`config.mk`:
```
export PLATFORM = sky130hd
export DESIGN_NAME = fetch_unit_flat
export DESIGN_NICKNAME = d
export VERILOG_FILES = /design/src/rtl/sisc_pkg.sv /design/src/rtl/fetch_unit_if.sv /design/src/rtl/fetch_unit_pc_next.sv /design/src/rtl/fetch_unit.sv /design/src/flat_wrapper.sv
export SDC_FILE = /design/constraint.sdc
export NUM_CORES = 1
export LEC_CHECK = 0
export CAP_MARGIN = 10
export CORE_UTILIZATION = 40
export DETAILED_ROUTE_END_ITERATION = 16
export MAX_ROUTING_LAYER = met4
export PLACE_DENSITY = 0.74
export SYNTH_ARGS = -nofsm -noshare
export SYNTH_HDL_FRONTEND = slang
export SYNTH_SLANG_ARGS = --single-unit
```
`constraint.sdc`:
```
create_clock -name clk -period 2.2 [get_ports clk]
set_clock_uncertainty 0.05 [all_clocks]
set_input_delay 0.66 -clock clk [delete_from_list [all_inputs] [get_ports clk]]
set_output_delay 0.66 -clock clk [all_outputs]
set_load 0.1 [all_outputs]
```
`src/rtl/sisc_pkg.sv`:
```
// Shared SISC definitions: opcodes, instruction-word field positions and the NOOP encoding.
package sisc_pkg;

  typedef enum logic [3:0] {
    NOOP   = 4'd0,
    LOD    = 4'd1,
    STR    = 4'd2,
    SWP    = 4'd3,
    BRA    = 4'd4,
    BRR    = 4'd5,
    BNE    = 4'd6,
    BNR    = 4'd7,
    ALU_OP = 4'd8,
    HLT    = 4'd15
  } opcode_t;

  localparam int OPCODE_HI = 31;
  localparam int OPCODE_LO = 28;
  localparam int MM_HI     = 27;
  localparam int MM_LO     = 24;
  localparam int RD_HI     = 23;
  localparam int RD_LO     = 20;
  localparam int RS_HI     = 19;
  localparam int RS_LO     = 16;
  localparam int IMM_HI    = 15;
  localparam int IMM_LO    = 0;

  localparam logic [3:0]  AM_IMM    = 4'd8;
  localparam logic [31:0] NOOP_WORD = 32'h0000_0000;

  typedef enum logic {
    ST_IDLE = 1'b0,
    ST_WAIT = 1'b1
  } fetch_state_t;

endpackage

```
`src/rtl/fetch_unit_if.sv`:
```
// Instruction-memory request/acknowledge bus between the fetch stage and imem.
interface fetch_unit_if #(
  parameter int ADDR_W  = 16,
  parameter int INSTR_W = 32
);
  logic [ADDR_W-1:0]  imem_addr;
  logic               imem_req;
  logic [INSTR_W-1:0] imem_rdata;
  logic               imem_ack;

  modport master (
    output imem_addr,
    output imem_req,
    input  imem_rdata,
    input  imem_ack
  );

  modport slave (
    input  imem_addr,
    input  imem_req,
    output imem_rdata,
    output imem_ack
  );
endinterface

```
`src/rtl/fetch_unit_pc_next.sv`:
```
// Combinational next-PC selection: sequential increment, absolute target or PC-relative target.
module pc_next #(
  parameter int ADDR_W = 16
) (
  input  logic [ADDR_W-1:0] pc,
  input  logic [15:0]       imm,
  input  logic              pc_sel,
  input  logic              br_sel,
  output logic [ADDR_W-1:0] next_pc
);

  logic [ADDR_W-1:0] imm_ext;

  // imm is unsigned; sums wrap modulo 2^ADDR_W
  always_comb begin
    imm_ext = ADDR_W'(imm);
    if (!pc_sel) begin
      next_pc = pc + ADDR_W'(1'b1);
    end else if (br_sel) begin
      next_pc = imm_ext;
    end else begin
      next_pc = pc + imm_ext;
    end
  end

endmodule

```
`src/rtl/fetch_unit.sv`:
```
// SISC instruction-fetch stage: PC and IR registers, imem req/ack handshake with timeout
// NOOP substitution, and IR field decode for the control FSM and datapath.
module fetch_unit #(
  parameter int                 ADDR_W    = 16,
  parameter int                 INSTR_W   = 32,
  parameter int                 TIMEOUT   = 15,
  parameter logic [INSTR_W-1:0] NOOP_WORD = sisc_pkg::NOOP_WORD
) (
  input  logic               clk,
  input  logic               rst_f,
  input  logic               pc_rst,
  input  logic               pc_write,
  input  logic               pc_sel,
  input  logic               br_sel,
  input  logic               ir_load,
  fetch_unit_if.master       imem,
  output logic [ADDR_W-1:0]  pc_out,
  output logic [INSTR_W-1:0] ir,
  output logic [3:0]         opcode,
  output logic [3:0]         mm,
  output logic [3:0]         rd,
  output logic [3:0]         rs,
  output logic [15:0]        imm,
  output logic               fetch_busy,
  output logic               fetch_err
);
  import sisc_pkg::*;

  localparam logic [7:0] TO_LAST = 8'(TIMEOUT - 1);

  fetch_state_t       state_r, state_nxt;
  logic [ADDR_W-1:0]  pc_r, pc_nxt, addr_r, addr_nxt, pc_calc;
  logic [INSTR_W-1:0] ir_r, ir_nxt;
  logic               req_r, req_nxt;
  logic               busy_r, busy_nxt;
  logic               err_r, err_nxt;
  logic [7:0]         cnt_r, cnt_nxt;

  pc_next #(.ADDR_W(ADDR_W)) u_pc_next (
    .pc      (pc_r),
    .imm     (ir_r[IMM_HI:IMM_LO]),
    .pc_sel  (pc_sel),
    .br_sel  (br_sel),
    .next_pc (pc_calc)
  );

  // Next-state and next-register values; pc_rst overrides everything except the sticky error
  always_comb begin
    state_nxt = state_r;
    pc_nxt    = pc_r;
    addr_nxt  = addr_r;
    ir_nxt    = ir_r;
    req_nxt   = req_r;
    busy_nxt  = busy_r;
    err_nxt   = err_r;
    cnt_nxt   = cnt_r;
    if (pc_rst) begin
      state_nxt = ST_IDLE;
      pc_nxt    = {ADDR_W{1'b0}};
      ir_nxt    = NOOP_WORD;
      req_nxt   = 1'b0;
      busy_nxt  = 1'b0;
      cnt_nxt   = 8'd0;
    end else begin
      if (pc_write) begin
        pc_nxt = pc_calc;
      end else begin
        pc_nxt = pc_r;
      end
      case (state_r)
        ST_IDLE: begin
          if (ir_load) begin
            state_nxt = ST_WAIT;
            addr_nxt  = pc_r;
            req_nxt   = 1'b1;
            busy_nxt  = 1'b1;
            cnt_nxt   = 8'd0;
          end else begin
            state_nxt = ST_IDLE;
          end
        end
        ST_WAIT: begin
          // an ack on the timeout edge wins over the timeout
          if (imem.imem_ack) begin
            state_nxt = ST_IDLE;
            ir_nxt    = imem.imem_rdata;
            req_nxt   = 1'b0;
            busy_nxt  = 1'b0;
          end else if (cnt_r == TO_LAST) begin
            state_nxt = ST_IDLE;
            ir_nxt    = NOOP_WORD;
            err_nxt   = 1'b1;
            req_nxt   = 1'b0;
            busy_nxt  = 1'b0;
          end else begin
            state_nxt = ST_WAIT;
            cnt_nxt   = cnt_r + 8'd1;
          end
        end
        default: begin
          state_nxt = ST_IDLE;
          req_nxt   = 1'b0;
          busy_nxt  = 1'b0;
        end
      endcase
    end
  end

  // State and register update with asynchronous active-low reset
  always_ff @(posedge clk or negedge rst_f) begin
    if (!rst_f) begin
      state_r <= ST_IDLE;
      pc_r    <= {ADDR_W{1'b0}};
      addr_r  <= {ADDR_W{1'b0}};
      ir_r    <= NOOP_WORD;
      req_r   <= 1'b0;
      busy_r  <= 1'b0;
      err_r   <= 1'b0;
      cnt_r   <= 8'd0;
    end else begin
      state_r <= state_nxt;
      pc_r    <= pc_nxt;
      addr_r  <= addr_nxt;
      ir_r    <= ir_nxt;
      req_r   <= req_nxt;
      busy_r  <= busy_nxt;
      err_r   <= err_nxt;
      cnt_r   <= cnt_nxt;
    end
  end

  assign imem.imem_addr = addr_r;
  assign imem.imem_req  = req_r;
  assign pc_out         = pc_r;
  assign ir             = ir_r;
  assign opcode         = ir_r[OPCODE_HI:OPCODE_LO];
  assign mm             = ir_r[MM_HI:MM_LO];
  assign rd             = ir_r[RD_HI:RD_LO];
  assign rs             = ir_r[RS_HI:RS_LO];
  assign imm            = ir_r[IMM_HI:IMM_LO];
  assign fetch_busy     = busy_r;
  assign fetch_err      = err_r;

endmodule

```
`src/flat_wrapper.sv`:
```
// flat-port wrapper written by rule: the top's interface ports become plain ports
module fetch_unit_flat import sisc_pkg::*;
#(
  parameter int                 ADDR_W    = 16,
  parameter int                 INSTR_W   = 32,
  parameter int                 TIMEOUT   = 15,
  parameter logic [INSTR_W-1:0] NOOP_WORD = sisc_pkg::NOOP_WORD
)
  (clk, rst_f, pc_rst, pc_write, pc_sel, br_sel, ir_load, pc_out, ir, opcode, mm, rd, rs, imm, fetch_busy, fetch_err, imem_imem_addr, imem_imem_req, imem_imem_rdata, imem_imem_ack);
  fetch_unit_if #(.ADDR_W(ADDR_W), .INSTR_W(INSTR_W)) imem_i ();
  input  logic clk;
  input  logic rst_f;
  input  logic pc_rst;
  input  logic pc_write;
  input  logic pc_sel;
  input  logic br_sel;
  input  logic ir_load;
  output logic [ADDR_W-1:0] pc_out;
  output logic [INSTR_W-1:0] ir;
  output logic [3:0] opcode;
  output logic [3:0] mm;
  output logic [3:0] rd;
  output logic [3:0] rs;
  output logic [15:0] imm;
  output logic fetch_busy;
  output logic fetch_err;
  output wire logic [$bits(imem_i.imem_addr)-1:0] imem_imem_addr;
  output wire logic [$bits(imem_i.imem_req)-1:0] imem_imem_req;
  input wire logic [$bits(imem_i.imem_rdata)-1:0] imem_imem_rdata;
  input wire logic [$bits(imem_i.imem_ack)-1:0] imem_imem_ack;
  assign imem_imem_addr = imem_i.imem_addr;
  assign imem_imem_req = imem_i.imem_req;
  assign imem_i.imem_rdata = imem_imem_rdata;
  assign imem_i.imem_ack = imem_imem_ack;
  fetch_unit #(.ADDR_W(ADDR_W), .INSTR_W(INSTR_W), .TIMEOUT(TIMEOUT), .NOOP_WORD(NOOP_WORD)) u_core (.clk(clk), .rst_f(rst_f), .pc_rst(pc_rst), .pc_write(pc_write), .pc_sel(pc_sel), .br_sel(br_sel), .ir_load(ir_load), .imem(imem_i), .pc_out(pc_out), .ir(ir), .opcode(opcode), .mm(mm), .rd(rd), .rs(rs), .imm(imm), .fetch_busy(fetch_busy), .fetch_err(fetch_err));
endmodule
```
==> Word level (Yosys, flattened, before mapping) <==
Cells that the tools add are included.
Widths: inputs -> output; s select.
{ "classes": {"n_addsub": 3, "n_eq_ne": 5, "muxes": 23, "n_bitwise": 3, "n_reduce_logical": 8} }
{ "op_table": {"columns": ["op", "n"], "rows": [
  ["$mux 32", 4],
  ["$mux 16", 4],
  ["$mux 8", 4],
  ["$add 16x1->16 const B", 1],
  ["$add 16x16->16", 1],
  ["$pmux 8 s2", 1],
  ["$ne 3x3->1 const B", 3],
  ["$add 8x1->8 const B", 1],
  ["$eq 8x4->1 const B", 1],
  ["$mux 1", 8],
  ["$reduce_and 3->1", 2],
  ["$ne 4x4->1 const B", 1],
  ["$pmux 1 s2", 2],
  ["$reduce_and 2->1", 2],
  ["$reduce_and 4->1", 1],
  ["$reduce_bool 2->1", 2],
  ["$not 1->1", 3],
  ["$reduce_bool 3->1", 1]
]} }
{ "totals": {"register_bits": 75, "out_inout_bits": 99} }

==> Longest topological paths before layout <==
{ "depth": {"ltp_word": 5, "mapped_depth": 10, "depth_no_buf": 10} }

==> Cells and area by module <==
Synthesis repeated with hierarchy kept, for this count alone.
{ "hier_totals": {"cells_unflattened": 444, "area_unflattened_um2": 4538.1} }
{ "modules_own_cells": {"columns": ["module", "instances", "cells_per_inst", "area_per_inst_um2"], "rows": [
  ["fetch_unit", 1, 257, 3271.9],
  ["pc_next", 1, 187, 1266.2]
]} }

==> Worst setup path before layout <==
OpenSTA, ideal clock, no wires.
{ "synth_timing": {"path_kind": "register -> register", "startpoint": "register u_core.pc_r[0], in the netlist u_core.pc_out[0]", "endpoint": "register u_core.pc_r[10], in the netlist u_core.pc_out[10]", "setup_time_ns": 0.101, "arrival_time_ns": 2.757, "t_required_ns": 2.049, "path_slack_ns": -0.708, "path_stages_with_launch": 11, "path_buffers": 0, "path_cell_list": "dfrtp_1 > ha_1 > inv_1 > fa_1 > nor2b_1 > o31a_1 > o21ai_1 > a21oi_1 > a31o_2 > xnor2_1 > o32ai_1"} }
{ "synth_via": {"elab_chain_len": 5} }
{ "synth_rtl": {"columns": ["item", "line", "rtl"], "rows": [
  ["start, declared", "fetch_unit.sv:32", "logic [ADDR_W-1:0] pc_r, pc_nxt, addr_r, addr_nxt, pc_calc;"],
  ["start signal, assigned", "fetch_unit.sv:113", "pc_r <= {ADDR_W{1'b0}};"],
  ["start signal, assigned", "fetch_unit.sv:122", "pc_r <= pc_nxt;"],
  ["$add 16x16->16", "fetch_unit_pc_next.sv:22", "next_pc = pc + imm_ext;"],
  ["$mux 16", "fetch_unit_pc_next.sv:19", "end else if (br_sel) begin"],
  ["$mux 16 *", "fetch_unit_pc_next.sv:17", "if (!pc_sel) begin"],
  ["$mux 16 *", "fetch_unit.sv:65", "if (pc_write) begin"],
  ["$mux 16 *", "fetch_unit.sv:57", "if (pc_rst) begin"]
]} }
Every way passes the cells marked *; elsewhere a longest branch is shown, timed or not. The select of a mux whose other input is x is not followed.
A chain may end at the register's enable or synchronous reset.

==> Final worst setup path <==
{ "layout_timing": {"startpoint": "register u_core.ir_r[0], in the netlist u_core.ir[0]", "endpoint": "register u_core.pc_r[10], in the netlist u_core.pc_out[10]"} }
{ "layout_via": {"elab_chain_len": 5} }
{ "layout_rtl": {"columns": ["item", "line", "rtl"], "rows": [
  ["start, declared", "fetch_unit.sv:33", "logic [INSTR_W-1:0] ir_r, ir_nxt;"],
  ["start signal, assigned", "fetch_unit.sv:124", "ir_r <= ir_nxt;"],
  ["$add 16x16->16", "fetch_unit_pc_next.sv:22", null],
  ["$mux 16", "fetch_unit_pc_next.sv:19", null],
  ["$mux 16", "fetch_unit_pc_next.sv:17", null],
  ["$mux 16", "fetch_unit.sv:65", null],
  ["$mux 16", "fetch_unit.sv:57", null]
]} }
Every way passes these cells. The select of a mux whose other input is x is not followed.

==> summary.txt <==
Clock tree
  – Clk Latency, worst-skew pair: 360 ps
  – CTS tree: built
  – Clock tree sinks: 75
  – CTS root buf: clkbuf_8
  – Reg clk slew, reported paths: 80 ps
  – H-tree depth reported by CTS: 3
  – Num CTS Buffers: 9
  – CTS max path bufs: 2
  – Cts hold-fix bufs: 0

Global route
  – GR Util All Layers: 0.256
  – Remaining global-route overflow: 0
  – Vias in the first global route: 4,386
  – First-pass GRT wire length: 22.3 mm
  – Initial antenna violation count: 0
  – Pin count of the biggest net entering global routing: 39

Placed design
  – Placer congestion estimate: 0.915
  – DP Wirelength: 10.3 mm
  – I/O Buffers: 138
  – Setup WS pre-CTS: -265 ps

Power and ir drop
  – Pwr Density: 541 mW/mm^2
  – Total power: 4060 uW
  – Worst VDD drop: 0.277 mV
  – Leak: 0.00336 uW
  – Sequential fraction of design power: 0.380
  – P_int: 2470 uW
  – Clk network pwr share: 0.241
  – Sw Pwr: 1590 uW
  – Comb pwr share: 0.379
  – Sw Ratio: 0.391

Synthesis
  – Commonest cells in the netlist: dfrtp_1, nor2_1, a22o_1, buf_4, nand2_1
  – Post-synthesis sequential element count: 75
  – Number of synthesized flops with an enable pin: 0
  – Share of flip-flops with an asynchronous set or reset: 1.00
  – Syn_nets: 515
  – Ranking of synthesized cells by area: dfrtp_1, a22o_1, buf_4, ha_1, mux2_2
  – Synth cell types: 61
  – Synth area leader: dfrtp_1
  – Seq/Total Area, Yosys: 0.421
  – Post-synthesis cell area: 0.00446 sq mm
  – Yosys top cell area share: 0.421
  – Warning count from the yosys run: 0
  – Post-Syn Instances: 456
  – Primary FF master, synth: dfrtp_1
  – Syn_area_per_cell: 9.77 sq um
  – Top-count cell post-synth: dfrtp_1

Setup path
  – Critical path class: reg -> reg
  – Critical Path AT: 2530 ps
  – CP required: 2390 ps
  – Worst Setup Start Kind: register
  – CP Max Fanout: 3
  – Crit path capture type: register

Die
  – Die X: 108 um
  – Placement Rows: 38
  – Core box area: 0.0108 sq mm
  – Io pins: 139
  – Chip height: 108 um
  – Die ar.: 0.0116 sq mm
  – Initial core utilization: 0.411

STA
  – Fin crit period: 2340 ps
  – Slew Limit Fails: 0
  – Final Hold Fails: 0
  – Worst-margin pin slew: 525 ps
  – Tcrit/Tclk final: 1.06
  – Worst slew margin: 0.650
  – Final worst slack: -137 ps
  – Fmax: 428 MHz
  – Worst Hold Margin: 227 ps
  – Final setup vio count: 6
  – Unrepaired setup endpoints after global routing: true

Route
  – Post-Route WL: 13.8 mm
  – Initial DRC Count: 445
  – DR vias: 4,249
  – WL per Instance: 18.2 um
  – Routed Antenna Nets: 0
  – Drc violations: 2
  – First-pass iteration count of the detailed router: 11
  – Vias per inst: 5.62

Run
  – Max Cap Viol: 0

Status
  – Failing checks: design-rule violations, negative setup slack
  – Outcome: finished with violations

Hold path
  – Hold crit path type: in -> async

Cells and area
  – Area growth from synthesis to layout: 68.3%
  – Share of cells above drive strength 1: 0.399
  – ANT cells: 0
  – Final nets: 670
power groups by stage:
stage	logic [uW]	clock network [uW]	registers [uW]
after global placement	1500	0	1560
final	1540	977	1540
after CTS	1530	989	1540
after detailed placement	1520	0	1570
after floorplan	455	0	1990
after global routing	1590	1050	1550
state kept, by name, summed over array words and instances (netlist names):
name / cells
u_core.cnt_r: 8
u_core.fetch_err: 1
u_core.imem.imem_addr: 16
u_core.imem.imem_req: 1
u_core.ir: 32
u_core.pc_out: 16
u_core.state_r: 1
final timing paths:
path,slack [ps],endpoint,from,depth (start not counted)
worst max-delay path,-140,u_core.pc_out[10]$_DFFE_PN0P_,u_core.ir[0]$_DFFE_PN0P_,10
worst min-delay path,230,u_core.cnt_r[4]$_DFFE_PN0P_,rst_f,1
worst max register to register,-140,u_core.pc_out[10]$_DFFE_PN0P_,u_core.ir[0]$_DFFE_PN0P_,10
worst min register to register,480,u_core.cnt_r[6]$_DFFE_PN0P_,u_core.cnt_r[6]$_DFFE_PN0P_,1
max in group asynchronous,1300,u_core.ir[11]$_DFFE_PN0P_,rst_f,2
min in group clk,480,u_core.cnt_r[6]$_DFFE_PN0P_,u_core.cnt_r[6]$_DFFE_PN0P_,1
per-layer routing:
layer | vias up | GRT usage | wire (um)
met5 | - | - | 0
met3 | 28 | 0.0357 | 886
met1 | 2070 | 0.326 | 5540
li1 | 1945 | - | -
met2 | 206 | 0.412 | 7070
met4 | 0 | 0.105 | 282
cell type report:
cell class	instances	area (sq um)
flip-flops and latches	75	1930
clock inverters	4	27.5
multi-input cells	316	2310
inverters	12	45.0
repair buffers	197	2880
well taps	140	175
clock buffers	12	145
fillers	766	3340
cells by family (layout without fill, tap and decap cells):
kind of cell,count (synthesis),after routing,share of synthesized area
AOI/OAI and AO/OA,138,138,0.218
muxes,24,24,0.0587
xor gates and xnor gates,15,15,0.0295
adders and majority gates,19,19,0.0550
DFF,75,75,0.421
and+or+nand+nor,120,120,0.131
buffers and inverters,65,225,0.0859
per-stage QoR:
stage	util	area [sq um]	cells	setup TNS, ps
after detailed placement	0.668	7240	737	-3640
after global routing	0.692	7500	756	-1140
final	0.692	7500	756	-477
after floorplan	-	4550	456	-733
after global placement	0.668	7240	737	-3140
after CTS	0.688	7460	754	-243
critical path, cell delays in order, from the launching register on:
cell	delay, ps
dfrtp_4	500
ha_4	180
inv_2	50
fa_2	190
nor2b_2	60
o31a_1	280
o21ai_2	170
a21oi_2	100
a31o_2	280
xnor2_1	130
o32ai_1	230
placed cells by master, fill, tap and decap left out, types with 3 or more instances in the layout:
| cell type | synthesis | final |
|---|---|---|
| clkdlybuf4s50_1 | 0 | 38 |
| ha_4 | 0 | 3 |
| dfrtp_4 | 0 | 7 |
| a31o_2 | 3 | 3 |
| ha_1 | 18 | 14 |
| and3_1 | 4 | 4 |
| dfrtp_2 | 0 | 18 |
| o21ai_1 | 6 | 3 |
| nand2_1 | 29 | 29 |
| a22oi_1 | 5 | 5 |
| o31a_1 | 3 | 3 |
| nor2b_1 | 4 | 3 |
| o21ai_2 | 1 | 5 |
| nand4_1 | 5 | 5 |
| a21o_1 | 8 | 7 |
| a22o_1 | 33 | 33 |
| xnor2_1 | 6 | 5 |
| a31oi_1 | 5 | 5 |
| o31ai_1 | 3 | 3 |
| buf_4 | 33 | 55 |
| dfrtp_1 | 75 | 50 |
| o211ai_1 | 3 | 3 |
| inv_1 | 10 | 9 |
| nor3_1 | 7 | 6 |
| o21ai_0 | 20 | 19 |
| nor2_1 | 44 | 44 |
| a21oi_1 | 23 | 21 |
| a211oi_1 | 7 | 6 |
| nand3_1 | 10 | 10 |
| clkbuf_8 | 0 | 10 |
| mux2_2 | 17 | 17 |
| buf_12 | 0 | 104 |
| xor2_1 | 9 | 9 |
| mux2i_1 | 7 | 7 |
repair_timing:
| action | in CTS | in global routing |
|---|---|---|
| gates cloned | 0 | 0 |
| resized for setup | 8 | 6 |
| buffers inserted | 1 | 2 |
| pin swaps | 6 | 2 |
| setup endpoints to repair | 9 | 13 |
(Power assumes the default switching activity.)
==> patch 1, RTL diff (same flow settings) <==
Make the reset (`rst_f`) synchronous in one clocked block. Comments in the files are not updated.
--- a/src/rtl/fetch_unit.sv
+++ b/src/rtl/fetch_unit.sv
@@ -107,7 +107,7 @@
   end
 
   // State and register update with asynchronous active-low reset
-  always_ff @(posedge clk or negedge rst_f) begin
+  always_ff @(posedge clk) begin
     if (!rst_f) begin
       state_r <= ST_IDLE;
       pc_r    <= {ADDR_W{1'b0}};
Function: differs if rst_f is asserted again (counterexample within 4 cycles, from zero or initial values and one cycle with rst_f low); with rst_f held inactive, the same outputs for 4 cycles.
==> patch 1 against the unedited design <==
- the run ends with setup timing left
- wire length is 4.0% lower
- sequential cell count stayed put
- synthesized area decreased by 5.6%
- worst setup slack better by 51 ps
- synthesized cell count grew 6.4%
- die area is 5.5% lower
- cell area decreased by 2.3%
Power is not compared: it rests on default switching activity, and its combinational part moved more than twofold at a synthesized area within 25%.
==> patch 1: results (changes against the unedited design) <==
first-pass GRT wire length - 21400 microns (was 22300 microns)
I/O Buffers - 138 (unchanged)
Slew @ Worst Pin - 359 ps (was 525 ps)
FF-to-FF End - u_core.pc_out[15] (was u_core.pc_out[10])
Fillers - 780 (was 766)
routed len/inst - 16.8 microns (was 18.2 microns)
Setup Viol. Count Final - 2 (was 6)
Syn Nets - 544 (was 515)
Setup WS post-layout - -86.5 ps (was -137 ps)
WP data arrival - 2470 ps (was 2530 ps)
synth top area cells - dfxtp_1, a22o_1, buf_4 (was dfrtp_1, a22o_1, buf_4)
Synth top cells by count - dfxtp_1, nand2_1, a22o_1, buf_4, nor2_1 (was dfrtp_1, nor2_1, a22o_1, buf_4, nand2_1)
hold endpoint - u_core.imem.imem_addr[11]
Largest register FFs - 32 (unchanged)
antenna cells - 0 (unchanged)
pin count of the biggest net entering global routing - 34 (was 39)
crit path max fanout - 4 (was 3)
first drt pass iteration count - 5 (was 11)
Post-Synthesis Cells - 485 (was 456)
CP Launch Point - u_core.ir[1] (was u_core.ir[0])
met2 wire length - 6460 microns (was 7070 microns)
hpwl dp - 10400 microns (was 10300 microns)
WL met3 - 859 microns (was 886 microns)
worst ir drop on vdd - 0.217 mV
gpl congestion - 0.982 (was 0.915)
Async S/R FF share, synth - 0% (was 100%)
failing checks - setup timing (was DRC, setup timing)
fin cells - 787 (was 756)
initial antenna violation count - 0 (unchanged)
status - complete, but fails checks (unchanged)
Comb pwr share - 17.8%
DP Area - 7080 sq um (was 7240 sq um)
setup TNS - -172 ps (was -477 ps)
vias per inst - 5.40 (was 5.62)
met2 usage - 41.1% (was 41.2%)
met1 WL - 5750 microns (was 5540 microns)
Hold Crit Class - reg2reg (was in2async)
reg2reg path depth - 8 (was 10)
Setup WS pre-CTS - -67.1 ps (was -265 ps)
hold_ws - 442 ps (was 227 ps)
sequential element share of the synthesized area - 35.7% (was 42.1%)
GRT Util Overall - 25.3% (was 25.6%)
vias in the first global route - 4225 (was 4386)
clk root buf - clkbuf_8 (unchanged)
met3 Resource Use GR - 5.18% (was 3.57%)
layout cells sized above 1 - 36.9% (was 39.9%)
## patch 1: what timing repair did
action                     CTS  global route
hold buffers                 0             0
resized for setup            3             7
buffers inserted             2             0
setup endpoints to repair    5            10
pin swaps                    2             6
## patch 1: critical path, stage by stage, from the launching register on
cell       delay, ps
dfxtp_4          370
ha_4             250
a211oi_4         260
o21bai_2         120
o2111ai_2        190
nand4b_1         230
a21o_1           230
nand4_1           90
or3b_1           360
## patch 1: kinds of logic after synthesis
logic type | Yosys count | synth area share [%]
simple gates | 156 | 18.8
buf+inv | 62 | 9.07
compound gates | 149 | 25.3
flops | 75 | 35.7
mux | 9 | 2.20
fa+ha+maj | 19 | 5.83
xor+xnor | 15 | 3.12
## patch 1: area by class of cell
cell class              count  area [sq um]  share of cell area, %
well taps                 136           170                   2.32
inverters                   4          15.0                  0.205
clock inverters             2          15.0                  0.205
multi-input cells         348          2440                   33.3
flip-flops and latches     75          1590                   21.7
clock buffers              14           174                   2.37
repair buffers            208          2920                   39.9
==> patch 2, RTL diff (same settings) <==
Made on the original files. `TIMEOUT` is set to 15 in 2 places; all go to 7.
--- a/src/rtl/fetch_unit.sv
+++ b/src/rtl/fetch_unit.sv
@@ -3,7 +3,7 @@
 module fetch_unit #(
   parameter int                 ADDR_W    = 16,
   parameter int                 INSTR_W   = 32,
-  parameter int                 TIMEOUT   = 15,
+  parameter int                 TIMEOUT   = 7,
   parameter logic [INSTR_W-1:0] NOOP_WORD = sisc_pkg::NOOP_WORD
 ) (
   input  logic               clk,
--- a/src/flat_wrapper.sv
+++ b/src/flat_wrapper.sv
@@ -3,7 +3,7 @@
 #(
   parameter int                 ADDR_W    = 16,
   parameter int                 INSTR_W   = 32,
-  parameter int                 TIMEOUT   = 15,
+  parameter int                 TIMEOUT   = 7,
   parameter logic [INSTR_W-1:0] NOOP_WORD = sisc_pkg::NOOP_WORD
 )
   (clk, rst_f, pc_rst, pc_write, pc_sel, br_sel, ir_load, pc_out, ir, opcode, mm, rd, rs, imm, fetch_busy, fetch_err, imem_imem_addr, imem_imem_req, imem_imem_rdata, imem_imem_ack);
Formal check against the unedited RTL: no difference found for any inputs over 4 cycles, from zero or initial values and one cycle with rst_f low; that may be too few to reach the edited logic, so the function may still have changed.
==> patch 2 against the unedited design <==
- the flow finishes with violations (setup timing)
- worst setup slack got worse by 25 ps
- cell area increased by 5.9%
- wire length increased by 5.5%
- critical path depth unchanged
- sequential cell count unchanged
- total power increased by 5.6%
- clock power increased by 23%
- global-route usage increased by 0.59 points
- synthesized area increased by 1.1%
- utilization increased by 3.8 points
- sequential share of layout area decreased by 0.86 points
- final cell count increased by 4.5%
- hold slack got worse by 63 ps
==> patch 2: results (changes against the unedited design) <==
failing checks - setup timing (was DRC, setup timing)
crit path max fanout - 4 (was 3)
Iter 0 DRT Violations - 297 (was 445)
H-tree levels - 3 (unchanged)
status - complete, but fails checks (unchanged)
WP data arrival - 2590 ps (was 2530 ps)
latest clock arrival within the worst-skew pair - 360 ps (about the same)
I/O Buffers - 138 (unchanged)
clk root buf - clkbuf_8 (unchanged)
worst ir drop on vdd - 0.366 mV (was 0.277 mV)
Largest register FFs - 32 (unchanged)
Syn Nets - 521 (was 515)
vias in the first global route - 4582 (was 4386)
Switching Share - 36.7% (was 39.1%)
CP delay by family, top - compound AO/OA/AOI/OAI gates (unchanged)
vias per inst - 5.79 (was 5.62)
Num CTS Buffers - 9 (unchanged)
hpwl dp - 10800 microns (was 10300 microns)
DP Area - 7610 sq um (was 7240 sq um)
pin count of the biggest net entering global routing - 49 (was 39)
routed len/inst - 18.4 microns (was 18.2 microns)
post-synth top area share - 41.7% (was 42.1%)
first drt pass iteration count - 5 (was 11)
Max stage delay on crit path - 430 ps (was 500 ps)
clock buffer depth - 2 (unchanged)
Setup WS pre-CTS - -171 ps (was -265 ps)
Synth top cells by count - dfrtp_1, nor2_1, buf_4 (was dfrtp_1, nor2_1, a22o_1, buf_4, nand2_1)
layout cells sized above 1 - 44.9% (was 39.9%)
gpl congestion - 0.882 (was 0.915)
Async S/R FF share, synth - 100% (unchanged)
synth top area cells - dfrtp_1, a22o_1, buf_4 (unchanged)
vias - 4572 (was 4249)
Slew @ Worst Pin - 428 ps (was 525 ps)
Leak - 3.43 nW (was 3.36 nW)
dpl cells - 768 (was 737)
Setup WS post-layout - -162 ps (was -137 ps)
antenna cells - 0 (unchanged)
final net count - 704 (was 670)
GRT Util Overall - 26.2% (was 25.6%)
Fillers - 693 (was 766)
Post-Syn Area per Cell - 9.75 sq um (was 9.77 sq um)
Ys Warns - 0 (unchanged)
Slowest cell on crit path - dfrtp_4 (unchanged)
Hold Crit Class - in2async (unchanged)
Post-synth top flop - dfrtp_1 (unchanged)
initial antenna violation count - 0 (unchanged)
first-pass GRT wire length - 23000 microns (was 22300 microns)
Yosys cell types - 62 (was 61)
sequential element share of the synthesized area - 41.7% (was 42.1%)
Setup Viol. Count Final - 6 (unchanged)
clk slew on worst S/H paths - 80 ps (about the same)
[patch 2: changes by cell type after synthesis, sizes merged, moves of 5 or more]
cell | unedited run | this run
a21oi | 23 | 30
clkbuf | 11 | 17
nand2b | 2 | 7
nor2 | 44 | 37
nor3 | 8 | 3
[patch 2: timing repair]
action	4_1_cts	5_1_grt
gates resized for setup	7	11
pin swaps	3	10
endpoints found under the setup margin	7	9
buffers inserted	1	5
[patch 2: path summary, 6_finish.rpt]
path	depth (start not counted)	startpoint	to
worst max-delay path	10	u_core.ir[0]	u_core.pc_out[14]
worst min-delay path	1	rst_f	u_core.cnt_r[3]
worst max register to register	10	u_core.ir[0]	u_core.pc_out[14]
worst min register to register	1	u_core.fetch_err	u_core.fetch_err
max in group asynchronous	2	rst_f	u_core.pc_out[2]
min in group clk	1	u_core.fetch_err	u_core.fetch_err
[patch 2: cell type report]
| cell class | count | area, sq um | area share (%) |
|---|---|---|---|
| sequential | 75 | 1970 | 24.8 |
| inverter | 11 | 41.3 | 0.520 |
| timing repair buffer | 227 | 3090 | 38.9 |
| multi-input combinational | 321 | 2440 | 30.8 |
| clock inverter | 5 | 77.6 | 0.977 |
| tap | 140 | 175 | 2.21 |
| clock buffer | 11 | 141 | 1.78 |
[patch 2: power by group through the flow]
stage               Combinational (mW)  Clock (mW)  Sequential (mW)
finish                            1.56        1.20             1.53
global route                      1.61        1.26             1.54
CTS                               1.55        1.21             1.53
floorplan                        0.461           0             1.97
global placement                  1.52           0             1.55
detailed placement                1.54           0             1.56
[patch 2: worst reg2reg max path: cells and delay by family, from the launching register on]
family / cells / cell delay [ps]
buffers and inverters: 1 / 40
adder cells (fa/ha/maj): 2 / 520
flip-flops: 1 / 430
AND/OR/NAND/NOR: 2 / 250
AO/OA/AOI/OAI: 5 / 1000
[patch 2: stage by stage]
stage	hold WS, ps	TNS (ps)
2_1_floorplan	314	-650
3_3_place_gp	481	-156
3_5_place_dp	475	-1770
4_1_cts	174	-193
5_1_grt	197	-1100
6_report	164	-438
[patch 2: cells by family (layout without fill, tap and decap cells)]
group	Yosys count	after routing	share of synthesized area [%]
AOI/OAI and AO/OA	142	142	22.1
xor gates and xnor gates	15	15	2.92
adders and majority gates	19	19	5.44
buffers and inverters	66	254	8.36
DFF	75	75	41.7
muxes	23	23	5.61
and+or+nand+nor	122	122	13.9
[patch 2: metal layers]
layer / track usage (%) / vias up / wire length, microns
li1: - / 2040 / -
met2: 44.2 / 249 / 7530
met3: 3.68 / 46 / 1070
met4: 8.61 / 0 / 361
met1: 32.3 / 2237 / 5580
met5: - / - / 0
